==> src/rtl/mem_port_arbiter_if.sv <==
// -----------------------------------------------------------------------------
// mem_port_arbiter_if
//   Bundles the fetch requester (i_*), the load/store requester (d_*) and the
//   single-ported memory (mem_*) signals seen by the arbiter.
//
//   master : arbiter view. Accepts requests, drives the memory bus and
//            returns done/err/rdata to the requesters.
//   slave  : environment view. Requesters plus the memory.
//
//   Fetch     : i_req, i_addr -> i_ready, i_done, i_err, i_rdata
//   Load/store: d_req, d_we, d_addr, d_wdata, d_wstrb
//               -> d_ready, d_done, d_err, d_rdata
//   Memory    : mem_req, mem_we, mem_addr, mem_wdata, mem_wstrb
//               <- mem_ack, mem_rdata
// -----------------------------------------------------------------------------
interface mem_port_arbiter_if;
    logic        i_req;
    logic [31:0] i_addr;
    logic        i_ready;
    logic        i_done;
    logic        i_err;
    logic [31:0] i_rdata;

    logic        d_req;
    logic        d_we;
    logic [31:0] d_addr;
    logic [31:0] d_wdata;
    logic [3:0]  d_wstrb;
    logic        d_ready;
    logic        d_done;
    logic        d_err;
    logic [31:0] d_rdata;

    logic        mem_req;
    logic        mem_we;
    logic [31:0] mem_addr;
    logic [31:0] mem_wdata;
    logic [3:0]  mem_wstrb;
    logic        mem_ack;
    logic [31:0] mem_rdata;

    modport master (
        input  i_req, i_addr,
        output i_ready, i_done, i_err, i_rdata,
        input  d_req, d_we, d_addr, d_wdata, d_wstrb,
        output d_ready, d_done, d_err, d_rdata,
        output mem_req, mem_we, mem_addr, mem_wdata, mem_wstrb,
        input  mem_ack, mem_rdata
    );

    modport slave (
        output i_req, i_addr,
        input  i_ready, i_done, i_err, i_rdata,
        output d_req, d_we, d_addr, d_wdata, d_wstrb,
        input  d_ready, d_done, d_err, d_rdata,
        input  mem_req, mem_we, mem_addr, mem_wdata, mem_wstrb,
        output mem_ack, mem_rdata
    );
endinterface

==> src/rtl/mem_port_arbiter.sv <==
// -----------------------------------------------------------------------------
// mem_port_arbiter
//   Shares one single-ported memory between the fetch requester (read-only)
//   and the load/store requester. Only one memory access is outstanding at a
//   time. Loads/stores normally win; a streak counter guarantees that a
//   waiting fetch gets through after MAX_D_STREAK contended data grants, and a
//   timeout aborts accesses the memory never acknowledges.
//
//   Parameters
//     MAX_D_STREAK : contended D grants allowed in a row before I is forced (>=1)
//     TIMEOUT      : mem_req cycles without mem_ack before abort (0 = never)
//
//   Ports
//     clk   : rising-edge clock
//     reset : asynchronous, active-low reset
//     bus   : requester and memory signals (mem_port_arbiter_if.master)
// -----------------------------------------------------------------------------
module mem_port_arbiter #(
    parameter int MAX_D_STREAK = 4,
    parameter int TIMEOUT      = 255
) (
    input  logic                 clk,
    input  logic                 reset,
    mem_port_arbiter_if.master   bus
);

    localparam int STREAK_W = $clog2(MAX_D_STREAK + 1);
    localparam logic [STREAK_W-1:0] STREAK_MAX = STREAK_W'(MAX_D_STREAK);

    // The counter holds (mem_req cycles so far - 1), so it only needs to
    // reach TIMEOUT-1.
    localparam int TCNT_W = (TIMEOUT > 1) ? $clog2(TIMEOUT) : 1;
    localparam logic [TCNT_W-1:0] TCNT_LAST = TCNT_W'((TIMEOUT > 0) ? TIMEOUT - 1 : 0);

    typedef enum logic [1:0] {
        IDLE,
        BUSY_I,
        BUSY_D
    } state_t;

    state_t              state_q, state_d;
    logic [STREAK_W-1:0] streak_q, streak_d;
    logic [TCNT_W-1:0]   tcnt_q, tcnt_d;

    logic        mem_req_q, mem_req_d;
    logic        mem_we_q, mem_we_d;
    logic [31:0] mem_addr_q, mem_addr_d;
    logic [31:0] mem_wdata_q, mem_wdata_d;
    logic [3:0]  mem_wstrb_q, mem_wstrb_d;

    logic        i_done_q, i_done_d;
    logic        i_err_q, i_err_d;
    logic [31:0] i_rdata_q, i_rdata_d;
    logic        d_done_q, d_done_d;
    logic        d_err_q, d_err_d;
    logic [31:0] d_rdata_q, d_rdata_d;

    logic force_i;
    logic d_ready;
    logic i_ready;
    logic timeout_hit;

    // Grant decision. The readies are also gated by reset so that every
    // output reads 0 while reset is held, even with requests pending.
    always_comb begin
        force_i = bus.i_req && (streak_q == STREAK_MAX);
        d_ready = reset && (state_q == IDLE) && bus.d_req && !force_i;
        i_ready = reset && (state_q == IDLE) && bus.i_req && !d_ready;
        timeout_hit = (TIMEOUT != 0) && (tcnt_q == TCNT_LAST);
    end

    // Next-state logic. An ack in the last allowed cycle is checked before the
    // timeout, so it completes normally.
    always_comb begin
        state_d     = state_q;
        streak_d    = streak_q;
        tcnt_d      = tcnt_q;
        mem_req_d   = mem_req_q;
        mem_we_d    = mem_we_q;
        mem_addr_d  = mem_addr_q;
        mem_wdata_d = mem_wdata_q;
        mem_wstrb_d = mem_wstrb_q;
        i_done_d    = 1'b0;
        i_err_d     = 1'b0;
        i_rdata_d   = i_rdata_q;
        d_done_d    = 1'b0;
        d_err_d     = 1'b0;
        d_rdata_d   = d_rdata_q;

        unique case (state_q)
            IDLE: begin
                tcnt_d = '0;
                if (d_ready) begin
                    state_d     = BUSY_D;
                    mem_req_d   = 1'b1;
                    mem_we_d    = bus.d_we;
                    mem_addr_d  = bus.d_addr;
                    mem_wdata_d = bus.d_wdata;
                    mem_wstrb_d = bus.d_wstrb;
                    if (bus.i_req && (streak_q != STREAK_MAX)) begin
                        streak_d = streak_q + 1'b1;
                    end
                end else if (i_ready) begin
                    state_d     = BUSY_I;
                    mem_req_d   = 1'b1;
                    mem_we_d    = 1'b0;
                    mem_addr_d  = bus.i_addr;
                    mem_wdata_d = '0;
                    mem_wstrb_d = '0;
                    streak_d    = '0;
                end
            end

            BUSY_I, BUSY_D: begin
                if (bus.mem_ack) begin
                    state_d   = IDLE;
                    mem_req_d = 1'b0;
                    tcnt_d    = '0;
                    if (state_q == BUSY_I) begin
                        i_done_d  = 1'b1;
                        i_rdata_d = bus.mem_rdata;
                    end else begin
                        d_done_d  = 1'b1;
                        d_rdata_d = mem_we_q ? 32'h0 : bus.mem_rdata;
                    end
                end else if (timeout_hit) begin
                    state_d   = IDLE;
                    mem_req_d = 1'b0;
                    tcnt_d    = '0;
                    if (state_q == BUSY_I) begin
                        i_done_d  = 1'b1;
                        i_err_d   = 1'b1;
                        i_rdata_d = '0;
                    end else begin
                        d_done_d  = 1'b1;
                        d_err_d   = 1'b1;
                        d_rdata_d = '0;
                    end
                end else if (TIMEOUT != 0) begin
                    tcnt_d = tcnt_q + 1'b1;
                end
            end

            default: begin
                state_d   = IDLE;
                mem_req_d = 1'b0;
            end
        endcase
    end

    // State and output registers. Reset abandons any access in flight
    // without reporting it.
    always_ff @(posedge clk or negedge reset) begin
        if (!reset) begin
            state_q     <= IDLE;
            streak_q    <= '0;
            tcnt_q      <= '0;
            mem_req_q   <= 1'b0;
            mem_we_q    <= 1'b0;
            mem_addr_q  <= '0;
            mem_wdata_q <= '0;
            mem_wstrb_q <= '0;
            i_done_q    <= 1'b0;
            i_err_q     <= 1'b0;
            i_rdata_q   <= '0;
            d_done_q    <= 1'b0;
            d_err_q     <= 1'b0;
            d_rdata_q   <= '0;
        end else begin
            state_q     <= state_d;
            streak_q    <= streak_d;
            tcnt_q      <= tcnt_d;
            mem_req_q   <= mem_req_d;
            mem_we_q    <= mem_we_d;
            mem_addr_q  <= mem_addr_d;
            mem_wdata_q <= mem_wdata_d;
            mem_wstrb_q <= mem_wstrb_d;
            i_done_q    <= i_done_d;
            i_err_q     <= i_err_d;
            i_rdata_q   <= i_rdata_d;
            d_done_q    <= d_done_d;
            d_err_q     <= d_err_d;
            d_rdata_q   <= d_rdata_d;
        end
    end

    assign bus.i_ready   = i_ready;
    assign bus.i_done    = i_done_q;
    assign bus.i_err     = i_err_q;
    assign bus.i_rdata   = i_rdata_q;
    assign bus.d_ready   = d_ready;
    assign bus.d_done    = d_done_q;
    assign bus.d_err     = d_err_q;
    assign bus.d_rdata   = d_rdata_q;
    assign bus.mem_req   = mem_req_q;
    assign bus.mem_we    = mem_we_q;
    assign bus.mem_addr  = mem_addr_q;
    assign bus.mem_wdata = mem_wdata_q;
    assign bus.mem_wstrb = mem_wstrb_q;

endmodule
==> src/flat_wrapper.sv <==
// flat-port wrapper written by rule: the top's interface ports become plain ports
module mem_port_arbiter_flat 
#(
    parameter int MAX_D_STREAK = 4,
    parameter int TIMEOUT      = 255
)
  (clk, reset, bus_i_req, bus_i_addr, bus_i_ready, bus_i_done, bus_i_err, bus_i_rdata, bus_d_req, bus_d_we, bus_d_addr, bus_d_wdata, bus_d_wstrb, bus_d_ready, bus_d_done, bus_d_err, bus_d_rdata, bus_mem_req, bus_mem_we, bus_mem_addr, bus_mem_wdata, bus_mem_wstrb, bus_mem_ack, bus_mem_rdata);
  mem_port_arbiter_if bus_i ();
  input  logic clk;
  input  logic reset;
  input wire logic [$bits(bus_i.i_req)-1:0] bus_i_req;
  input wire logic [$bits(bus_i.i_addr)-1:0] bus_i_addr;
  output wire logic [$bits(bus_i.i_ready)-1:0] bus_i_ready;
  output wire logic [$bits(bus_i.i_done)-1:0] bus_i_done;
  output wire logic [$bits(bus_i.i_err)-1:0] bus_i_err;
  output wire logic [$bits(bus_i.i_rdata)-1:0] bus_i_rdata;
  input wire logic [$bits(bus_i.d_req)-1:0] bus_d_req;
  input wire logic [$bits(bus_i.d_we)-1:0] bus_d_we;
  input wire logic [$bits(bus_i.d_addr)-1:0] bus_d_addr;
  input wire logic [$bits(bus_i.d_wdata)-1:0] bus_d_wdata;
  input wire logic [$bits(bus_i.d_wstrb)-1:0] bus_d_wstrb;
  output wire logic [$bits(bus_i.d_ready)-1:0] bus_d_ready;
  output wire logic [$bits(bus_i.d_done)-1:0] bus_d_done;
  output wire logic [$bits(bus_i.d_err)-1:0] bus_d_err;
  output wire logic [$bits(bus_i.d_rdata)-1:0] bus_d_rdata;
  output wire logic [$bits(bus_i.mem_req)-1:0] bus_mem_req;
  output wire logic [$bits(bus_i.mem_we)-1:0] bus_mem_we;
  output wire logic [$bits(bus_i.mem_addr)-1:0] bus_mem_addr;
  output wire logic [$bits(bus_i.mem_wdata)-1:0] bus_mem_wdata;
  output wire logic [$bits(bus_i.mem_wstrb)-1:0] bus_mem_wstrb;
  input wire logic [$bits(bus_i.mem_ack)-1:0] bus_mem_ack;
  input wire logic [$bits(bus_i.mem_rdata)-1:0] bus_mem_rdata;
  assign bus_i.i_req = bus_i_req;
  assign bus_i.i_addr = bus_i_addr;
  assign bus_i_ready = bus_i.i_ready;
  assign bus_i_done = bus_i.i_done;
  assign bus_i_err = bus_i.i_err;
  assign bus_i_rdata = bus_i.i_rdata;
  assign bus_i.d_req = bus_d_req;
  assign bus_i.d_we = bus_d_we;
  assign bus_i.d_addr = bus_d_addr;
  assign bus_i.d_wdata = bus_d_wdata;
  assign bus_i.d_wstrb = bus_d_wstrb;
  assign bus_d_ready = bus_i.d_ready;
  assign bus_d_done = bus_i.d_done;
  assign bus_d_err = bus_i.d_err;
  assign bus_d_rdata = bus_i.d_rdata;
  assign bus_mem_req = bus_i.mem_req;
  assign bus_mem_we = bus_i.mem_we;
  assign bus_mem_addr = bus_i.mem_addr;
  assign bus_mem_wdata = bus_i.mem_wdata;
  assign bus_mem_wstrb = bus_i.mem_wstrb;
  assign bus_i.mem_ack = bus_mem_ack;
  assign bus_i.mem_rdata = bus_mem_rdata;
  mem_port_arbiter #(.MAX_D_STREAK(MAX_D_STREAK), .TIMEOUT(TIMEOUT)) u_core (.clk(clk), .reset(reset), .bus(bus_i));
endmodule
==> config.mk <==
export PLATFORM = sky130hd
export DESIGN_NAME = mem_port_arbiter_flat
export DESIGN_NICKNAME = d
export VERILOG_FILES = /design/src/rtl/mem_port_arbiter_if.sv /design/src/rtl/mem_port_arbiter.sv /design/src/flat_wrapper.sv
export SDC_FILE = /design/constraint.sdc
export NUM_CORES = 1
export LEC_CHECK = 0
export CAP_MARGIN = 20
export CORE_ASPECT_RATIO = 0.75
export CORE_MARGIN = 8
export CORE_UTILIZATION = 45
export CTS_BUF_LIST = sky130_fd_sc_hd__clkbuf_16
export CTS_CLUSTER_DIAMETER = 150
export DETAILED_ROUTE_END_ITERATION = 8
export GPL_TIMING_DRIVEN = 0
export HOLD_SLACK_MARGIN = 0.12
export PLACE_DENSITY = 0.9
export REMOVE_ABC_BUFFERS = 1
export SLEW_MARGIN = 20
export SYNTH_ARGS = -nofsm -noshare
export SYNTH_HDL_FRONTEND = slang
export SYNTH_SLANG_ARGS = --single-unit
==> constraint.sdc <==
create_clock -name clk -period 5.1 [get_ports clk]
set_input_delay 0.765 -clock clk [delete_from_list [all_inputs] [get_ports clk]]
set_output_delay 0.765 -clock clk [all_outputs]
set_load 0.005 [all_outputs]
==> impl_metrics.yaml, run 1 <==
synthesis:
  muxShareOfSynthArea_pct: 5.136
  postSynthRegisterBits: 151
  synth-xor-area-share_pct: 0.2809
  synth_area_leaders: "sky130_fd_sc_hd__dfrtp_1 (61%), sky130_fd_sc_hd__a22o_1 (8.1%), sky130_fd_sc_hd__nand2_1 (7.0%), sky130_fd_sc_hd__mux2i_1 (5.1%), sky130_fd_sc_hd__nand3_1 (3.6%)"
  cell_area_synth_um2: 6236
  synth_top_family_by_area: "compound AO/OA/AOI/OAI gates"
  synth_top_cell_area_share_pct: 60.59
  synthMostInstantiatedCell: "sky130_fd_sc_hd__dfrtp_1"
  post_synthesis_share_of_cell_area_spent_on_full_adders_half_adders_and_majority_gates_pct: 1.404
  synthFlopType: "sky130_fd_sc_hd__dfrtp_1"
  synth-simple-area-share_pct: 13.82
  yosysWarningCount: 0
  yosys-top-cells-count: "sky130_fd_sc_hd__dfrtp_1 (151), sky130_fd_sc_hd__nand2_1 (117), sky130_fd_sc_hd__a22o_1 (58)"
  yosysSeqAreaShare_pct: 60.59
  synth_edf_count: 0
  post_synth_inst_count: 545
  synth_compound_area_share_pct: 13.96
  distinct_cell_type_count_of_the_synthesized_netlist: 43
  yosys.area.top_type: "sky130_fd_sc_hd__dfrtp_1"
  synthArstFlopShare_pct: 100.0
  synthesized_area_per_cell_um2: 11.44
sta:
  grt_setup_unrepaired: "false"
  skew_ns: 0.01483
  setup_ws_ns: 0.8973
  fin_crit_period_ns: 4.203
  achievable-frequency_mhz: 237.9
  worst_slew_margin_rel_pct: 48.36
  finalHoldViolCount: 0
  finalCritPeriodShare_pct: 82.41
  final-setup-viol-count: 0
  worst_slew_pin_slew_ns: 0.7746
  drv_slew: 0
  fin_setup_tns_ns: 0
flow_run:
  max_cap_viol_count: 0
layout:
  final-seq-area_um2: 3779
  antenna_cells_inserted: 0
  nNetsFinal: 950
  finish.utilization_pct: 70.98
  syn_to_final_growth_pct: 54.92
  multi_input_comb_area_um2: 2175
  fraction_of_final_layout_cells_with_drive_strength_greater_than_1_pct: 6.479
  num-fill-cells: 988
worst_setup_path:
  worst_path_max_delay_cell: "sky130_fd_sc_hd__clkdlybuf4s50_1"
  timing.critical_path.to_type: "output port"
  worst-setup-path-type: "primary input to output port"
  worst_setup_path_start_kind: "primary input"
  cp_max_fo: 86
  required_ns: 4.34
  regToRegSetupSlack_ns: 2.74
  cp_slowest_stage_delay_ns: 0.45
  worstPathCellList: "buf_8 > buf_16 > nand3_1 > nand2b_2 > buf_12 > inv_4 > buf_16 > nor2_1 > clkdlybuf4s50_1"
  cp_common_cell: "sky130_fd_sc_hd__buf_16"
  critical_path_arrival_ns: 3.44
clocking:
  cts_root_buffer: "sky130_fd_sc_hd__clkbuf_16"
  cts_max_path_buffers: 2
  postCtsSetupRepairBufs: 0
  numCtsBuffers: 17
  postCtsResizedCells: 0
  cts_tree: "done"
  clk_pin_slew_ns: 0.06
  clock_tree.htree_level_count: 4
  worstSkewPairLatency_ns: 0.41
  cts_hold_repair.buffers: 0
  cts.sink_count: 151
drt:
  final_antenna_net_count: 0
  dr_total_vias: 5196
  drcViolationCount: 0
  wirelength_mm: 18.76
  drt_iter0_drc: 268
  1st_pass_router_iterations: 4
  routedWlPerCell_um: 18.89
  detail_route.vias_per_cell: 5.233
global_routing:
  grt_first_pass_wirelength_mm: 30.53
  number_of_antenna_violations_at_the_first_check_in_global_routing: 0
  grt_remaining_overflow: 0
  first_global_vias: 5574
  maximum_number_of_pins_on_one_net_before_global_route_repair: 87
  global_route.usage.total_pct: 20.85
power:
  power.density_cell_area_nw_per_um2: 547.1
  total_power_mw: 5.285
  total_leakage_power_nw: 4.441
  max-vdd-ir-drop_uv: 308.5
die:
  initial_utilization_pct: 45.82
  row_count: 37
  die-width_um: 151.9
  design.portCount: 278
  coreArea_um2: 13610
  die-area_um2: 17920
  die_h_um: 118.0
placed_design:
  hpwlAfterDp_mm: 13.58
  buffer_ports.inserted: 277
  finalWeightedCongestion: 0.7885
  dpl_worst_slack_ns: 0.8222
hold_path:
  hold_path.class: "primary input to async pin"
status:
  result_of_the_run: "complete, no violations"
## worst max-delay path, delay by kind of cell
family                 cells  cell delay, ns
buffers and inverters      6            1.96
and+or+nand+nor            3            0.56
## kinds of logic after synthesis
family	after synthesis
compound gates	116
buf+inv	50
simple gates	187
mux	32
flops	151
fa+ha+maj	7
xor+xnor	2
## final cells by class
type                    count  share of cell area [%]
clock buffers              17                   4.404
multi-input cells         344                   22.51
inverters                  10                  0.4145
clock inverters            15                   1.476
flip-flops and latches    151                   39.11
repair buffers            281                   29.81
well taps                 175                   2.267
## final timing paths
path	start	to	cells after the start
max in group asynchronous	reset	u_core.bus.i_rdata[30]	2
max	reset	bus_i_ready	9
max reg2reg	u_core.state_q[0]	u_core.bus.mem_addr[8]	8
min reg2reg	u_core.bus.mem_wdata[2]	u_core.bus.mem_wdata[2]	2
min	reset	u_core.bus.mem_addr[24]	1
min in group clk	u_core.bus.mem_wdata[2]	u_core.bus.mem_wdata[2]	2
## cell usage in the layout, fill, tap and decap left out, types with 2 or more instances in the layout
| cell | instances |
|---|---|
| sky130_fd_sc_hd__ha_1 | 7 |
| sky130_fd_sc_hd__clkdlybuf4s50_1 | 276 |
| sky130_fd_sc_hd__inv_8 | 2 |
| sky130_fd_sc_hd__o21ai_1 | 7 |
| sky130_fd_sc_hd__buf_16 | 3 |
| sky130_fd_sc_hd__inv_1 | 10 |
| sky130_fd_sc_hd__nor4_1 | 6 |
| sky130_fd_sc_hd__clkinvlp_4 | 2 |
| sky130_fd_sc_hd__nor3_1 | 2 |
| sky130_fd_sc_hd__xnor2_1 | 2 |
| sky130_fd_sc_hd__o21ai_0 | 28 |
| sky130_fd_sc_hd__clkbuf_16 | 17 |
| sky130_fd_sc_hd__clkinv_2 | 2 |
| sky130_fd_sc_hd__a21oi_1 | 5 |
| sky130_fd_sc_hd__nand3_1 | 44 |
| sky130_fd_sc_hd__a22o_1 | 58 |
| sky130_fd_sc_hd__mux2i_1 | 32 |
| sky130_fd_sc_hd__nand2_1 | 117 |
| sky130_fd_sc_hd__dfrtp_1 | 151 |
| sky130_fd_sc_hd__nor2_1 | 4 |
| sky130_fd_sc_hd__a22o_2 | 6 |
| sky130_fd_sc_hd__a31oi_1 | 2 |
| sky130_fd_sc_hd__nand3_4 | 3 |
| sky130_fd_sc_hd__inv_6 | 6 |
## routing by layer
layer | GRT usage, % | wire length [um] | share of wire (%)
met5 | 0 | 0 | 0
met2 | 35.40 | 9533 | 51
met3 | 6.572 | 1312 | 7.0
met1 | 24.46 | 7497 | 40
met4 | 7.341 | 419 | 2.2
## registers in the layout, indices dropped and copies added, names as in the netlist
register              flops
u_core.bus.d_err          1
u_core.bus.i_err          1
u_core.tcnt_q             8
u_core.bus.d_rdata       32
u_core.streak_q           3
u_core.state_q            2
u_core.bus.mem_req        1
u_core.bus.mem_addr      32
u_core.bus.d_done         1
u_core.bus.mem_wdata     32
u_core.bus.i_done         1
u_core.bus.mem_wstrb      4
u_core.bus.i_rdata       32
u_core.bus.mem_we         1
## where the power goes
| group | switching, mW | total [mW] | leakage, nW | internal [mW] |
|---|---|---|---|---|
| Sequential | 0.293 | 1.98 | 1.93 | 1.69 |
| Combinational | 0.808 | 2.09 | 2.23 | 1.28 |
| Clock | 0.527 | 1.21 | 0.280 | 0.685 |
| Total | 1.63 | 5.29 | 4.44 | 3.66 |
## stage by stage
stage                     cells  hold slack, ns  instance area (um^2)
after floorplan             505          0.4694                  5974
after global placement      957          0.4726                  8966
after detailed placement    961          0.4826                  9092
after CTS                   993          0.3305                  9661
after global routing        993          0.3387                  9661
final                       993          0.2991                  9661
Power figures use the tool's default switching activity.
==> run 2, diff against run 1 <==
--- a/config.mk
+++ b/config.mk
@@ -8,13 +8,13 @@
 export CAP_MARGIN = 20
 export CORE_ASPECT_RATIO = 0.75
 export CORE_MARGIN = 8
-export CORE_UTILIZATION = 45
+export CORE_UTILIZATION = 42
 export CTS_BUF_LIST = sky130_fd_sc_hd__clkbuf_16
 export CTS_CLUSTER_DIAMETER = 150
 export DETAILED_ROUTE_END_ITERATION = 8
 export GPL_TIMING_DRIVEN = 0
 export HOLD_SLACK_MARGIN = 0.12
-export PLACE_DENSITY = 0.9
+export PLACE_DENSITY = 0.85
 export REMOVE_ABC_BUFFERS = 1
 export SLEW_MARGIN = 20
 export SYNTH_ARGS = -nofsm -noshare
==> constraint.sdc (replaced) <==
create_clock -name clk -period 4.4 [get_ports clk]
set_input_delay 0.66 -clock clk [delete_from_list [all_inputs] [get_ports clk]]
set_output_delay 0.66 -clock clk [all_outputs]
set_load 0.005 [all_outputs]
==> run 2 against run 1 <==
Effect of this change:
- hold slack lost 0.091 ns
- total power grew 16%
- first-iteration DRC count grew 12%
- clock power grew 16%
- critical path type unchanged
- largest cell class unchanged
- largest power group unchanged
==> impl_metrics.yaml, run 2 (same netlist as run 1, synthesis figures left out) <==
clocking:
  clock_tree.htree_level_count: 4
  numCtsBuffers: 17
  worstSkewPairLatency_ns: 0.41
  cts_root_buffer: "sky130_fd_sc_hd__clkbuf_16"
  cts_hold_repair.buffers: 0
  cts.sink_count: 151
  cts_max_path_buffers: 2
  postCtsSetupRepairBufs: 0
  cts_tree: "done"
  postCtsResizedCells: 0
  clk_pin_slew_ns: 0.07
die:
  coreArea_um2: 14500
  initial_utilization_pct: 43.00
  die-area_um2: 19040
  design.portCount: 278
  row_count: 38
  die_h_um: 121.5
  die-width_um: 156.7
power:
  max-vdd-ir-drop_uv: 330.1
  p_seq_share_pct: 37.4
  switchingPower_mw: 1.890
  total_leakage_power_nw: 4.431
  power.density_cell_area_nw_per_um2: 632.1
  power_frac_comb_pct: 39.7
  clockPowerShare_pct: 22.9
  sw_frac_of_total_pct: 30.85
  internal-power_mw: 4.236
sta:
  finalHoldViolCount: 0
  worst_slew_pin_slew_ns: 0.8048
  skew_ns: 0.01130
  fin_crit_period_ns: 3.703
  grt_setup_unrepaired: "false"
  achievable-frequency_mhz: 270.0
  finalCritPeriodShare_pct: 84.16
  final-setup-viol-count: 0
  worst_slew_margin_rel_pct: 46.35
  drv_slew: 0
worst_setup_path:
  cp_max_fo: 84
  regToRegSetupSlack_ns: 2.03
  worst_setup_path_start_kind: "primary input"
  timing.critical_path.to_type: "output port"
  worst_path_max_delay_cell: "sky130_fd_sc_hd__clkdlybuf4s50_1"
  worstPathCellList: "buf_8 > nand3_1 > nand2b_2 > buf_12 > inv_4 > buf_16 > nor2_1 > clkdlybuf4s50_1"
  worst-setup-path-type: "primary input to output port"
  required_ns: 3.74
  critical_path_arrival_ns: 3.04
  cp_slowest_stage_delay_ns: 0.46
drt:
  drcViolationCount: 0
  drt_iter0_drc: 300
  final_antenna_net_count: 0
  routedWlPerCell_um: 18.90
  wirelength_mm: 19.25
  dr_total_vias: 5202
  1st_pass_router_iterations: 5
  detail_route.vias_per_cell: 5.110
layout:
  fraction_of_final_layout_cells_with_drive_strength_greater_than_1_pct: 6.479
  finish.utilization_pct: 66.83
  syn_to_final_growth_pct: 55.42
  layout.cells.most_common_list: "sky130_fd_sc_hd__clkdlybuf4s50_1 (276), sky130_fd_sc_hd__dfrtp_1 (151), sky130_fd_sc_hd__nand2_1 (117)"
  num-fill-cells: 1091
  final-seq-area_um2: 3779
  final_cell_count_no_fill: 1018
  mostFrequentLayoutCell: "sky130_fd_sc_hd__clkdlybuf4s50_1"
  multi_input_comb_area_um2: 2175
  nNetsFinal: 950
  antenna_cells_inserted: 0
placed_design:
  buffer_ports.inserted: 277
  place_inst: 986
  hpwlAfterDp_mm: 13.68
  finalWeightedCongestion: 0.7610
global_routing:
  number_of_antenna_violations_at_the_first_check_in_global_routing: 0
  grt_remaining_overflow: 0
  global_route.usage.total_pct: 20.24
  grt_first_pass_wirelength_mm: 30.18
  maximum_number_of_pins_on_one_net_before_global_route_repair: 85
  first_global_vias: 5540
status:
  result_of_the_run: "complete, no violations"
flow_run:
  max_cap_viol_count: 0
hold_path:
  hold_path.class: "primary input to async pin"
[run 2: per-layer routing]
| layer | vias to the layer above | GRT usage [%] | part of all wire, % |
|---|---|---|---|
| li1 | 2432 | - | - |
| met3 | 30 | 6.655 | 7.5 |
| met5 | - | 0 | 0 |
| met2 | 178 | 33.91 | 50 |
| met4 | 0 | 8.383 | 2.4 |
| met1 | 2562 | 23.70 | 40 |
[run 2: layout make-up]
cell class / count / share of cell area (%)
clock buffers: 17 / 4.389
repair buffers: 281 / 29.72
flip-flops and latches: 151 / 38.99
clock inverters: 15 / 1.472
well taps: 200 / 2.582
inverters: 10 / 0.4131
multi-input cells: 344 / 22.44
[run 2: per-stage QoR]
stage	cell area (um^2)	worst slack (ns)	setup TNS (ns)	total power, mW	hold slack [ns]
after floorplan	5974	0.7374	0	3.139	0.3644
after detailed placement	9124	0.6757	0	4.756	0.4830
after CTS	9692	0.6741	0	6.194	0.2116
after global routing	9692	0.4783	0	6.477	0.2413
after global placement	8997	-9.101	-1150.88	4.677	0.4780
final	9692	0.6969	0	6.126	0.2081
[run 2: power by group through the flow]
stage	clock network (mW)	registers, mW	logic (mW)
3_3_place_gp	0	2.28	2.40
5_1_grt	1.49	2.36	2.63
3_5_place_dp	0	2.29	2.47
4_1_cts	1.43	2.29	2.48
2_1_floorplan	0	2.32	0.821
6_report	1.40	2.29	2.43
[run 2: critical path: cells and delay by family]
kind,cells,cell delay (ns)
buffers and inverters,5,1.61
and+or+nand+nor,3,0.62
[run 2: path summary, 6_finish.rpt]
kind,from,end,cells after the start
setup reg to reg,u_core.state_q[0],u_core.streak_q[0],9
min in group clk,u_core.bus.mem_wdata[0],u_core.bus.mem_wdata[0],2
setup / recovery,reset,bus_i_ready,8
hold reg to reg,u_core.bus.mem_wdata[0],u_core.bus.mem_wdata[0],2
hold / removal,reset,u_core.bus.mem_addr[23],1
max in group asynchronous,reset,u_core.bus.i_rdata[23],2
